<file path="src/rtl/mul_4b_seq_pkg.sv">
// Shared definitions for the 4x4 sequential multiplier: state encodings and
// the number of shift-add iterations. Imported by the RTL and the bench.
package mul_4b_seq_pkg;

    localparam logic [1:0] ST_IDLE = 2'b00;
    localparam logic [1:0] ST_CALC = 2'b01;
    localparam logic [1:0] ST_DONE = 2'b10;

    localparam int unsigned N_ITER   = 4;
    localparam logic [1:0]  CNT_LAST = 2'(N_ITER - 1);

endpackage

</file>
<file path="src/rtl/mul_4b_seq_rca_4b.sv">
// rca_4b: 4-bit ripple-carry adder built from explicit full-adder logic.
module rca_4b (
    input  logic [3:0] i_a,
    input  logic [3:0] i_b,
    input  logic       i_cin,
    output logic [3:0] o_sum,
    output logic       o_cout
);

    logic [4:0] w_c;
    logic [3:0] w_p;

    assign w_c[0] = i_cin;
    assign w_p    = i_a ^ i_b;

    // One full adder per bit; carry ripples from bit 0 upwards.
    always_comb begin
        o_sum = 4'h0;
        for (int i = 0; i < 4; i++) begin
            o_sum[i] = w_p[i] ^ w_c[i];
        end
    end

    genvar g;
    generate
        for (g = 0; g < 4; g++) begin : g_carry
            assign w_c[g+1] = (i_a[g] & i_b[g]) | (w_c[g] & w_p[g]);
        end
    endgenerate

    assign o_cout = w_c[4];

endmodule

</file>
<file path="src/rtl/mul_4b_seq.sv">
// mul_4b_seq: unsigned 4x4 -> 8 shift-add multiplier, one add step per clock.
//
//   state | meaning
//   IDLE  | waiting for start; product holds the last result
//   CALC  | four shift-add steps, multiplier consumed LSB first
//   DONE  | product valid, done pulses for one cycle
//
// The accumulator upper nibble is the running partial sum; each step shifts
// {cout, sum, lower nibble} right so the adder carry lands in bit 7.
module mul_4b_seq
    import mul_4b_seq_pkg::*;
(
    input  logic       clk,
    input  logic       rst,
    input  logic       start,
    input  logic [3:0] a,
    input  logic [3:0] b,
    output logic [7:0] product,
    output logic       busy,
    output logic       done
);

    logic [1:0] r_state;
    logic [3:0] r_mcand;
    logic [3:0] r_mplier;
    logic [7:0] r_acc;
    logic [1:0] r_cnt;
    logic [7:0] r_product;

    logic [3:0] w_addend;
    logic [3:0] w_sum;
    logic       w_cout;
    logic [7:0] w_acc_next;

    assign w_addend   = r_mplier[0] ? r_mcand : 4'h0;
    assign w_acc_next = {w_cout, w_sum, r_acc[3:1]};

    rca_4b u_rca (
        .i_a    (r_acc[7:4]),
        .i_b    (w_addend),
        .i_cin  (1'b0),
        .o_sum  (w_sum),
        .o_cout (w_cout)
    );

    // Sequencer: operand capture, shift-add iterations and product load.
    always_ff @(posedge clk) begin
        if (rst) begin
            r_state   <= ST_IDLE;
            r_mcand   <= 4'h0;
            r_mplier  <= 4'h0;
            r_acc     <= 8'h00;
            r_cnt     <= 2'd0;
            r_product <= 8'h00;
        end else begin
            case (r_state)
                ST_IDLE: begin
                    if (start) begin
                        r_mcand  <= a;
                        r_mplier <= b;
                        r_acc    <= 8'h00;
                        r_cnt    <= 2'd0;
                        r_state  <= ST_CALC;
                    end
                end
                ST_CALC: begin
                    r_acc    <= w_acc_next;
                    r_mplier <= {1'b0, r_mplier[3:1]};
                    r_cnt    <= r_cnt + 2'd1;
                    if (r_cnt == CNT_LAST) begin
                        r_product <= w_acc_next;
                        r_state   <= ST_DONE;
                    end
                end
                ST_DONE: begin
                    r_state <= ST_IDLE;
                end
                default: begin
                    r_state <= ST_IDLE;
                end
            endcase
        end
    end

    assign product = r_product;
    assign busy    = (r_state == ST_CALC) || (r_state == ST_DONE);
    assign done    = (r_state == ST_DONE);

endmodule

</file>
<file path="config.mk">
export PLATFORM = sky130hd
export DESIGN_NAME = mul_4b_seq
export DESIGN_NICKNAME = d
export VERILOG_FILES = /design/src/rtl/mul_4b_seq_pkg.sv /design/src/rtl/mul_4b_seq_rca_4b.sv /design/src/rtl/mul_4b_seq.sv
export SDC_FILE = /design/constraint.sdc
export NUM_CORES = 1
export LEC_CHECK = 0
export ABC_AREA = 0
export CAP_MARGIN = 20
export CORE_UTILIZATION = 60
export DETAILED_ROUTE_END_ITERATION = 10
export DONT_BUFFER_PORTS = 1
export PLACE_DENSITY = 0.76
export SLEW_MARGIN = 5
export SYNTH_ARGS = -nofsm -noshare
export SYNTH_HDL_FRONTEND = slang
export SYNTH_SLANG_ARGS = --single-unit
</file>
<file path="constraint.sdc">
create_clock -name clk -period 3.55 [get_ports clk]
set_input_delay 1.065 -clock clk [delete_from_list [all_inputs] [get_ports clk]]
set_output_delay 1.065 -clock clk [all_outputs]
set_load 0.05 [all_outputs]
</file>
# Word level (Yosys, flattened, before mapping)
# Cells that the tools add are included.
# Widths: inputs -> output; s select.
totals:
  reg_bits: 28
  input_bits: 11
  output_inout_bits: 10
  elab_cells: 43
classes:
  n_addsub: 1
  eq_ne: 5
  muxes: 10
  n_bitwise: 14
  reduce_logical: 7
op_table:
  columns: ["cell", "count"]
  rows:
  - ["$pmux 8 s2", 1]
  - ["$mux 4", 2]
  - ["$mux 8", 1]
  - ["$pmux 2 s2", 2]
  - ["$pmux 4 s2", 1]
  - ["$reduce_and 2->1", 4]
  - ["$and 1x1->1", 7]
  - ["$mux 2", 3]
  - ["$eq 2x2->1 const B", 2]
  - ["$ne 2x2->1 const B", 2]
  - ["$xor 4x4->4", 1]
  - ["$or 1x1->1", 3]
  - ["$xor 1x1->1", 3]
  - ["$add 2x1->2 const B", 1]
  - ["$eq 2x1->1 const B", 1]
  - ["$logic_not 2->1", 1]
  - ["$reduce_bool 2->1", 1]
  - ["$logic_or 1x1->1", 1]

# Depth between registers and ports, before layout
# Gate-level depths: netlist of the first run.
logic_depth:
  ltp_word: 9
  ltp_mapped: 9
  ltp_nobuf: 9

# Hierarchy
# A second synthesis of the first run with hierarchy kept.
unflattened:
  cells_unflattened: 152
  area_unflattened_um2: 1302.5
modules_own_cells:
  columns: ["module", "n_inst", "cells_per_inst", "area_each_um2", "seq_area_each_um2"]
  rows:
  - ["mul_4b_seq", 1, 138, 1184.9, 540.5]
  - ["rca_4b", 1, 14, 117.6, 0.0]

# Worst setup path after synthesis of the first run
# OpenSTA, ideal clock, no wires.
synth_path:
  kind: "reg2reg"
  from: "reg r_mplier[0]"
  to: "reg r_acc[6]"
  setup_ns: 0.128
  t_arrival_ns: 2.157
  required_time_ns: 3.422
  slack_ns: 1.265
  stages_incl_launch_ff: 10
  path_buffers: 0
  period_less_slack_ns: 2.285
  cell_sequence: "dfxtp_1 -> and2_1 -> ha_1 -> inv_1 -> fa_1 -> fa_1 -> fa_1 -> inv_1 -> a32oi_1 -> nor2_1"
synth_via:
  elab_chain_len: 8
  word_cells_on_any_way: 11
  classes_between: "2 x mux; 9 x bitwise"
synth_lines:
  columns: ["element", "line_no", "source"]
  rows:
  - ["start: declaration", "mul_4b_seq.sv:25", "logic [3:0] r_mplier;"]
  - ["start signal: assignment", "mul_4b_seq.sv:68", "r_mplier <= {1'b0, r_mplier[3:1]};"]
  - ["$mux 4 (*)", "mul_4b_seq.sv:35", "assign w_addend = r_mplier[0] ? r_mcand : 4'h0;"]
  - ["$and 1x1->1 / $xor 4x4->4 (equally long branches)", "mul_4b_seq_rca_4b.sv:27, mul_4b_seq_rca_4b.sv:14", null]
  - ["$and 1x1->1", "mul_4b_seq_rca_4b.sv:27", "assign w_c[g+1] = (i_a[g] & i_b[g]) | (w_c[g] & w_p[g]);"]
  - ["$or 1x1->1", "mul_4b_seq_rca_4b.sv:27", null]
  - ["$and 1x1->1", "mul_4b_seq_rca_4b.sv:27", null]
  - ["$or 1x1->1", "mul_4b_seq_rca_4b.sv:27", null]
  - ["$xor 1x1->1 (*)", "mul_4b_seq_rca_4b.sv:20", "o_sum[i] = w_p[i] ^ w_c[i];"]
  - ["$pmux 8 s2 (*)", "mul_4b_seq.sv:56", "case (r_state)"]
  - ["end signal: assignment", "mul_4b_seq.sv:67", "r_acc <= w_acc_next;"]
  - ["end: declaration", "mul_4b_seq.sv:26", "logic [7:0] r_acc;"]
# Every way passes the cells marked *; elsewhere a longest branch is shown, timed or not.
# A chain may end at the register's enable or synchronous reset.

# Worst setup path after layout of the first run
layout_path:
  from: "reg r_state[1]"
  to: "out busy"
layout_via:
  elab_chain_len: 2
  word_cells_on_any_way: 3
  classes_between: "2 x eq/ne; 1 x reduce/logical"
layout_lines:
  columns: ["element", "line_no", "source"]
  rows:
  - ["start: declaration", "mul_4b_seq.sv:23", "logic [1:0] r_state;"]
  - ["start signal: assignment", "mul_4b_seq.sv:49", "r_state <= ST_IDLE;"]
  - ["start signal: assignment", "mul_4b_seq.sv:63", "r_state <= ST_CALC;"]
  - ["start signal: assignment", "mul_4b_seq.sv:72", "r_state <= ST_DONE;"]
  - ["$eq 2x1->1 / $eq 2x2->1 (equally long branches)", "mul_4b_seq.sv:86", "assign busy = (r_state == ST_CALC) || (r_state == ST_DONE);"]
  - ["$logic_or 1x1->1 (*)", "mul_4b_seq.sv:86", null]
  - ["end: declaration", "mul_4b_seq.sv:19", "output logic busy,"]
# Marks and branches as above.

==> out/results.tsv, run 1 <==
metric	value	unit
CTS Buf Count	3	
Slew Limit Headroom	49.1	%
setup TNS	0	ns
dpl cells	152	
Clock Power Share	25.4	%
Hold Path Cell Cnt	2	
final instance area	1240	sq um
Max Root-Sink Buffers	2	
Peak Freq	413	MHz
Final Hold Fails	0	
worst-margin pin slew	0.763	ns
worst-path maximum fanout	3	
#FFs+latches synth	27	
Die ar.	2260	sq um
Synth Area per Inst	9.29	sq um
largest net degree at the start of global routing	28	
crit-path cells	inv_1, ha_1	
Synth Warn #	0	
Final Max Tran Viols	0	
drt via density	5.63	
Reg2Reg Setup Slack	1.18	ns
WHS	0.458	ns
internal power	380	uW
Worst VDD drop	0.306	mV
cell family contributing the most delay on the critical path	adder cells	
outcome	completed	
initial core utilization	63.5	%
# hold bufs at CTS	0	
Worst Skew	0.00973	ns
post-route insts no fill	156	
fin nets	149	
die width	47.6	um
Layout fillers	197	
delay of the slowest critical-path stage	0.57	ns
Worst-Skew Late Latency	0.33	ns
DP HPWL	1.47	mm
layout cell share with drive strength beyond 1	6.98	%
port bufs	0	
P per Cell Area	416	nW/um^2
Sw Share	26.2	%
core area	1960	sq um
Distinct cells, synth	26	
Sw Pwr	134	uW
vias in the first global route	744	
CP required	2.48	ns
Layout area overhead	-0.703	%
unrepaired setup endpoints after global routing	no	
combinational group share of total power	12.3	%
WL final	2.11	mm
Slowest-stage cell, CP	ha_1	
DRT iter0 DRCs	26	
Setup crit end kind	output port	
fin crit share	68.2	%
critical path type	reg2out	
Setup Buffers After CTS	0	
Leak Pwr	0.451	nW
first-pass GRT wire length	3.26	mm
syn nets	153	
type of origin of the critical path	flop	
CTS clock-pin slew for the worst setup and hold paths	0.14	ns
Hold WC Path Type	reg2reg	
WL per Instance	13.5	um
register area	541	sq um
quantity of gates resized following cts	0	
htree depth	1	
die height	47.6	um
row count	16	
cell area after synthesis	1240	sq um
Sink Count	27	
Power Total	514	uW
TritonRoute pass-1 iters	4	
routed via count	878	
clk root buf	clkbuf_4	
initial antenna violation count	0	
Overflow after GRT	0	
Final Setup Violations	0	
DP Area	1210	sq um
Flop pwr share	62.3	%
Data arrival, critical path	1.35	ns
# DRC	0	
Multi-input gate area	593	sq um
antenna viol nets, final	0	
# diodes	0	
Cells after Synth	134	
routability congestion estimate	0.806	
MaxCap Viol Count	0	
Buf+Inv Stages, Crit Path	1	
I/O Pins	21	
post-synthesis sequential area ratio	43.4	%
depth of the most critical reg-to-reg path	9	
minimum clock period after layout	2.42	ns
CTS tree	yes	
Global Route Usage Sum	21.0	%
cell depth of the worst setup path	2	
==> state kept, by name, summed over array words and instances, names as in the netlist <==
signal / flops
r_mcand: 4
r_acc: 7
product: 8
r_cnt: 2
r_state: 2
r_mplier: 4
==> logic make-up after synthesis <==
group           after synthesis  share of synthesized area [%]
compound gates               28                           16.1
fa+ha+maj                     8                           9.85
buf+inv                      20                           8.94
flops                        27                           43.4
mux                           5                           5.43
simple gates                 46                           16.3
==> worst reg2reg max path: cells and delay by family, from the launching register on <==
kind                     cells  cell delay, ns
AO/OA/AOI/OAI                1            0.19
flip-flops                   1            0.40
AND/OR/NAND/NOR              2            0.19
adder cells (fa/ha/maj)      4            1.42
buffers and inverters        2            0.09
==> cell usage after synthesis (all sizes together) <==
| cell | count | share of area [%] |
|---|---|---|
| a21oi | 12 | 4.8 |
| mux2 | 1 | 1.2 |
| nand3b | 1 | 0.60 |
| dfxtp | 27 | 43 |
| fa | 3 | 4.8 |
| a32oi | 8 | 5.6 |
| a211oi | 8 | 5.6 |
| clkbuf | 1 | 0.30 |
| nand4b | 1 | 0.70 |
| nand2b | 2 | 1.0 |
| mux2i | 4 | 4.2 |
| nor3 | 1 | 0.40 |
| nor2 | 15 | 4.5 |
| nand3 | 4 | 1.6 |
| inv | 11 | 3.3 |
| ha | 5 | 5.0 |
| and2 | 2 | 1.2 |
| nand2 | 19 | 5.7 |
| buf | 8 | 5.3 |
| nor2b | 1 | 0.50 |
==> layout make-up <==
class,instances,share of cell area [%]
multi-input combinational,87,48.0
sequential,27,43.7
inverter,11,3.34
tap,27,2.73
clock buffer,3,1.82
clock inverter,1,0.405
==> final timing paths <==
| check | startpoint | end |
|---|---|---|
| setup reg to reg | r_mplier[0] | r_acc[6] |
| hold reg to reg | r_acc[1] | product[0] |
| hold / removal | r_acc[1] | product[0] |
| setup / recovery | r_state[1] | busy |
==> per-layer routing <==
layer  vias up  share of wire (%)  global-route usage [%]  wire length (um)
met2        18                 49                    33.4              1030
met3         4                3.1                    4.53                66
met5         -                  0                       0                 0
met4         0                1.7                    10.0                36
li1        444                  -                       -                 -
met1       412                 46                    27.1               977
==> placed cells by master (no fill, tap or decap) <==
master / instances
ha_1: 5
nor2_1: 15
nand2_1: 19
nand2b_1: 2
a21oi_1: 12
mux2i_4: 1
and2_4: 1
clkbuf_4: 3
a211oi_2: 2
mux2i_1: 3
a211oi_1: 6
dfxtp_1: 27
nand3_1: 4
nor2b_1: 1
nand4b_1: 1
clkinv_2: 1
inv_1: 11
nor3_1: 1
fa_1: 3
mux2_4: 1
and2_1: 1
nand3b_1: 1
a32oi_1: 8
==> metrics by stage <==
stage	utilization (%)	worst slack (ns)
floorplan	-	1.26
global placement	61.6	1.24
detailed placement	61.6	1.17
CTS	63.0	1.11
global route	63.0	1.04
finish	63.0	1.13
==> power groups by stage <==
stage               registers [mW]  logic [mW]  clock network [mW]
global route                 0.322      0.0697               0.147
floorplan                    0.325      0.0667                   0
global placement             0.326      0.0611                   0
CTS                          0.320      0.0638               0.138
detailed placement           0.327      0.0634                   0
finish                       0.320      0.0633               0.131
No activity file was read; power rests on OpenSTA's default activity.
==> inputs of run 2 (changes only) <==
==> constraint.sdc (replaced) <==
create_clock -name clk -period 2.3 [get_ports clk]
set_input_delay 0.69 -clock clk [delete_from_list [all_inputs] [get_ports clk]]
set_output_delay 0.69 -clock clk [all_outputs]
set_load 0.05 [all_outputs]
==> run 2 against run 1 <==
  * Sequential cell count is the same
  * Setup slack got worse by 1.0 ns
  * Wire length down 1.4%
  * Critical path type is now reg2reg
  * Largest power group unchanged
==> out/results.tsv, run 2 (synthesis results as in run 1) <==
metric	value	unit	change
outcome	completed		
I/O Pins	21		unchanged
largest net degree at the start of global routing	28		unchanged
htree depth	1		unchanged
P per Cell Area	637	nW/um^2	+53%
type of origin of the critical path	flop		
quantity of gates resized following cts	0		unchanged
worst-margin pin slew	0.511	ns	-0.252 ns
internal power	592	uW	+56%
clk root buf	clkbuf_4		
Final Setup Violations	0		unchanged
worst-path maximum fanout	2		-1
Worst-Skew Late Latency	0.33	ns	about the same
unrepaired setup endpoints after global routing	no		
# DRC	0		unchanged
most frequent cells in the layout	25 x dfxtp_1, 19 x nand2_1, 15 x nor2_1		
setup TNS	0	ns	unchanged
Setup crit end kind	flop		
antenna viol nets, final	0		unchanged
DRT met1 WL	1.04	mm	+6.6%
delay of the slowest critical-path stage	0.53	ns	-0.04 ns
Global Route Usage Sum	20.3	%	-0.66 points
initial antenna violation count	0		unchanged
WL per Instance	13.1	um	-3.3%
routed via count	884		+0.68%
row count	16		unchanged
dpl cells	155		+2.0%
met3 routed WL	59	um	-11%
minimum clock period after layout	2.22	ns	
Data arrival, critical path	2.46	ns	+1.11 ns
die width	47.6	um	unchanged
Worst Skew	0.00440	ns	-0.00533 ns
Worst VDD drop	0.342	mV	+12%
Slowest-stage cell, CP	fa_1		
most common cell after layout, fill and taps aside	dfxtp_1		
Flop pwr share	61.2	%	-1.1 points
initial core utilization	63.5	%	unchanged
CP required	2.54	ns	+0.06 ns
Reg2Reg Setup Slack	0.08	ns	-1.10 ns
die height	47.6	um	unchanged
CTS tree	yes		
Sink Count	27		unchanged
DP Area	1230	sq um	+1.9%
Sw Pwr	215	uW	+60%
Clock Power Share	25.9	%	+0.5 points
Overflow after GRT	0		unchanged
port bufs	0		unchanged
routability congestion estimate	0.804		-0.21%
WL final	2.08	mm	-1.4%
critical path type	reg2reg		
vias in the first global route	755		+1.5%
# hold bufs at CTS	0		unchanged
Largest register FFs	8		unchanged
Sw Share	26.6	%	+0.47 points
Buf+Inv Stages, Crit Path	2		+1
layout cell share with drive strength beyond 1	12.1	%	+5.1 points
Final Hold Fails	0		unchanged
CTS clock-pin slew for the worst setup and hold paths	0.15	ns	about the same
DP HPWL	1.46	mm	-0.29%
cell family contributing the most delay on the critical path	adder cells		
met2 WL	975	um	-5.0%
fin crit share	96.4	%	
Leak Pwr	0.469	nW	+3.9%
DRT iter0 DRCs	7		-73%
Max Root-Sink Buffers	2		unchanged
drt via density	5.56		-1.2%
Layout area overhead	1.71	%	
Setup Buffers After CTS	0		unchanged
CTS Buf Count	3		unchanged
Peak Freq	451	MHz	
combinational group share of total power	12.9	%	+0.6 points
fin nets	152		+2.0%
Die ar.	2260	sq um	unchanged
# diodes	0		unchanged
first-pass GRT wire length	3.15	mm	-3.4%
crit-path cells	and2_1, ha_1, inv_1, fa_2, fa_2, fa_1, inv_1, a32oi_1, nor2_1		
post-route insts no fill	159		+1.9%
TritonRoute pass-1 iters	4		unchanged
core area	1960	sq um	unchanged
MaxCap Viol Count	0		unchanged
highest metal used	met3		
Slew Limit Headroom	65.9	%	+17 points
Final Max Tran Viols	0		unchanged
final instance area	1270	sq um	+2.4%
Hold WC Path Type	in2reg		
[run 2: cell count changes in the layout (fill, tap and decap cells not counted)]
cell	previous run	this run
buf_4	0	3
dfxtp_1	27	25
dfxtp_2	0	2
fa_1	3	1
fa_2	0	2
[run 2: power groups by stage]
stage	clock [mW]	combinational, mW	sequential (mW)
after floorplan	0	0.103	0.502
after CTS	0.210	0.105	0.493
after global placement	0	0.101	0.502
after global routing	0.228	0.115	0.496
after detailed placement	0	0.105	0.503
final	0.209	0.104	0.493
[run 2: area by class of cell]
class | count | area [sq um]
Multi-Input combinational cell | 87 | 598
Tap cell | 27 | 33.8
Timing Repair Buffer | 3 | 22.5
Sequential cell | 27 | 543
Clock inverter | 1 | 5.00
Inverter | 11 | 41.3
Fill cell | 177 | 696
Clock buffer | 3 | 22.5
[run 2: final timing paths]
check	depth (start not counted)	startpoint	to
max	9	r_mcand[0]	r_acc[6]
min	1	rst	product[0]
max reg2reg	9	r_mcand[0]	r_acc[6]
min reg2reg	2	r_acc[1]	product[0]
[run 2: per-layer routing]
| layer | GRT usage, % | vias up |
|---|---|---|
| li1 | - | 455 |
| met1 | 27.1 | 412 |
| met2 | 31.0 | 17 |
| met3 | 4.15 | 0 |
| met4 | 11.1 | 0 |
| met5 | 0 | - |
[run 2: per-stage QoR]
step	hold WS, ns	utilization, %	setup slack [ns]	power (mW)
5_1_grt	0.384	64.5	0.00798	0.838
3_3_place_gp	0.437	62.8	0.0729	0.603
4_1_cts	0.399	64.2	0.00381	0.808
6_report	0.409	64.5	0.0817	0.806
3_5_place_dp	0.437	62.8	0.0234	0.608
2_1_floorplan	0.432	-	0.0149	0.605
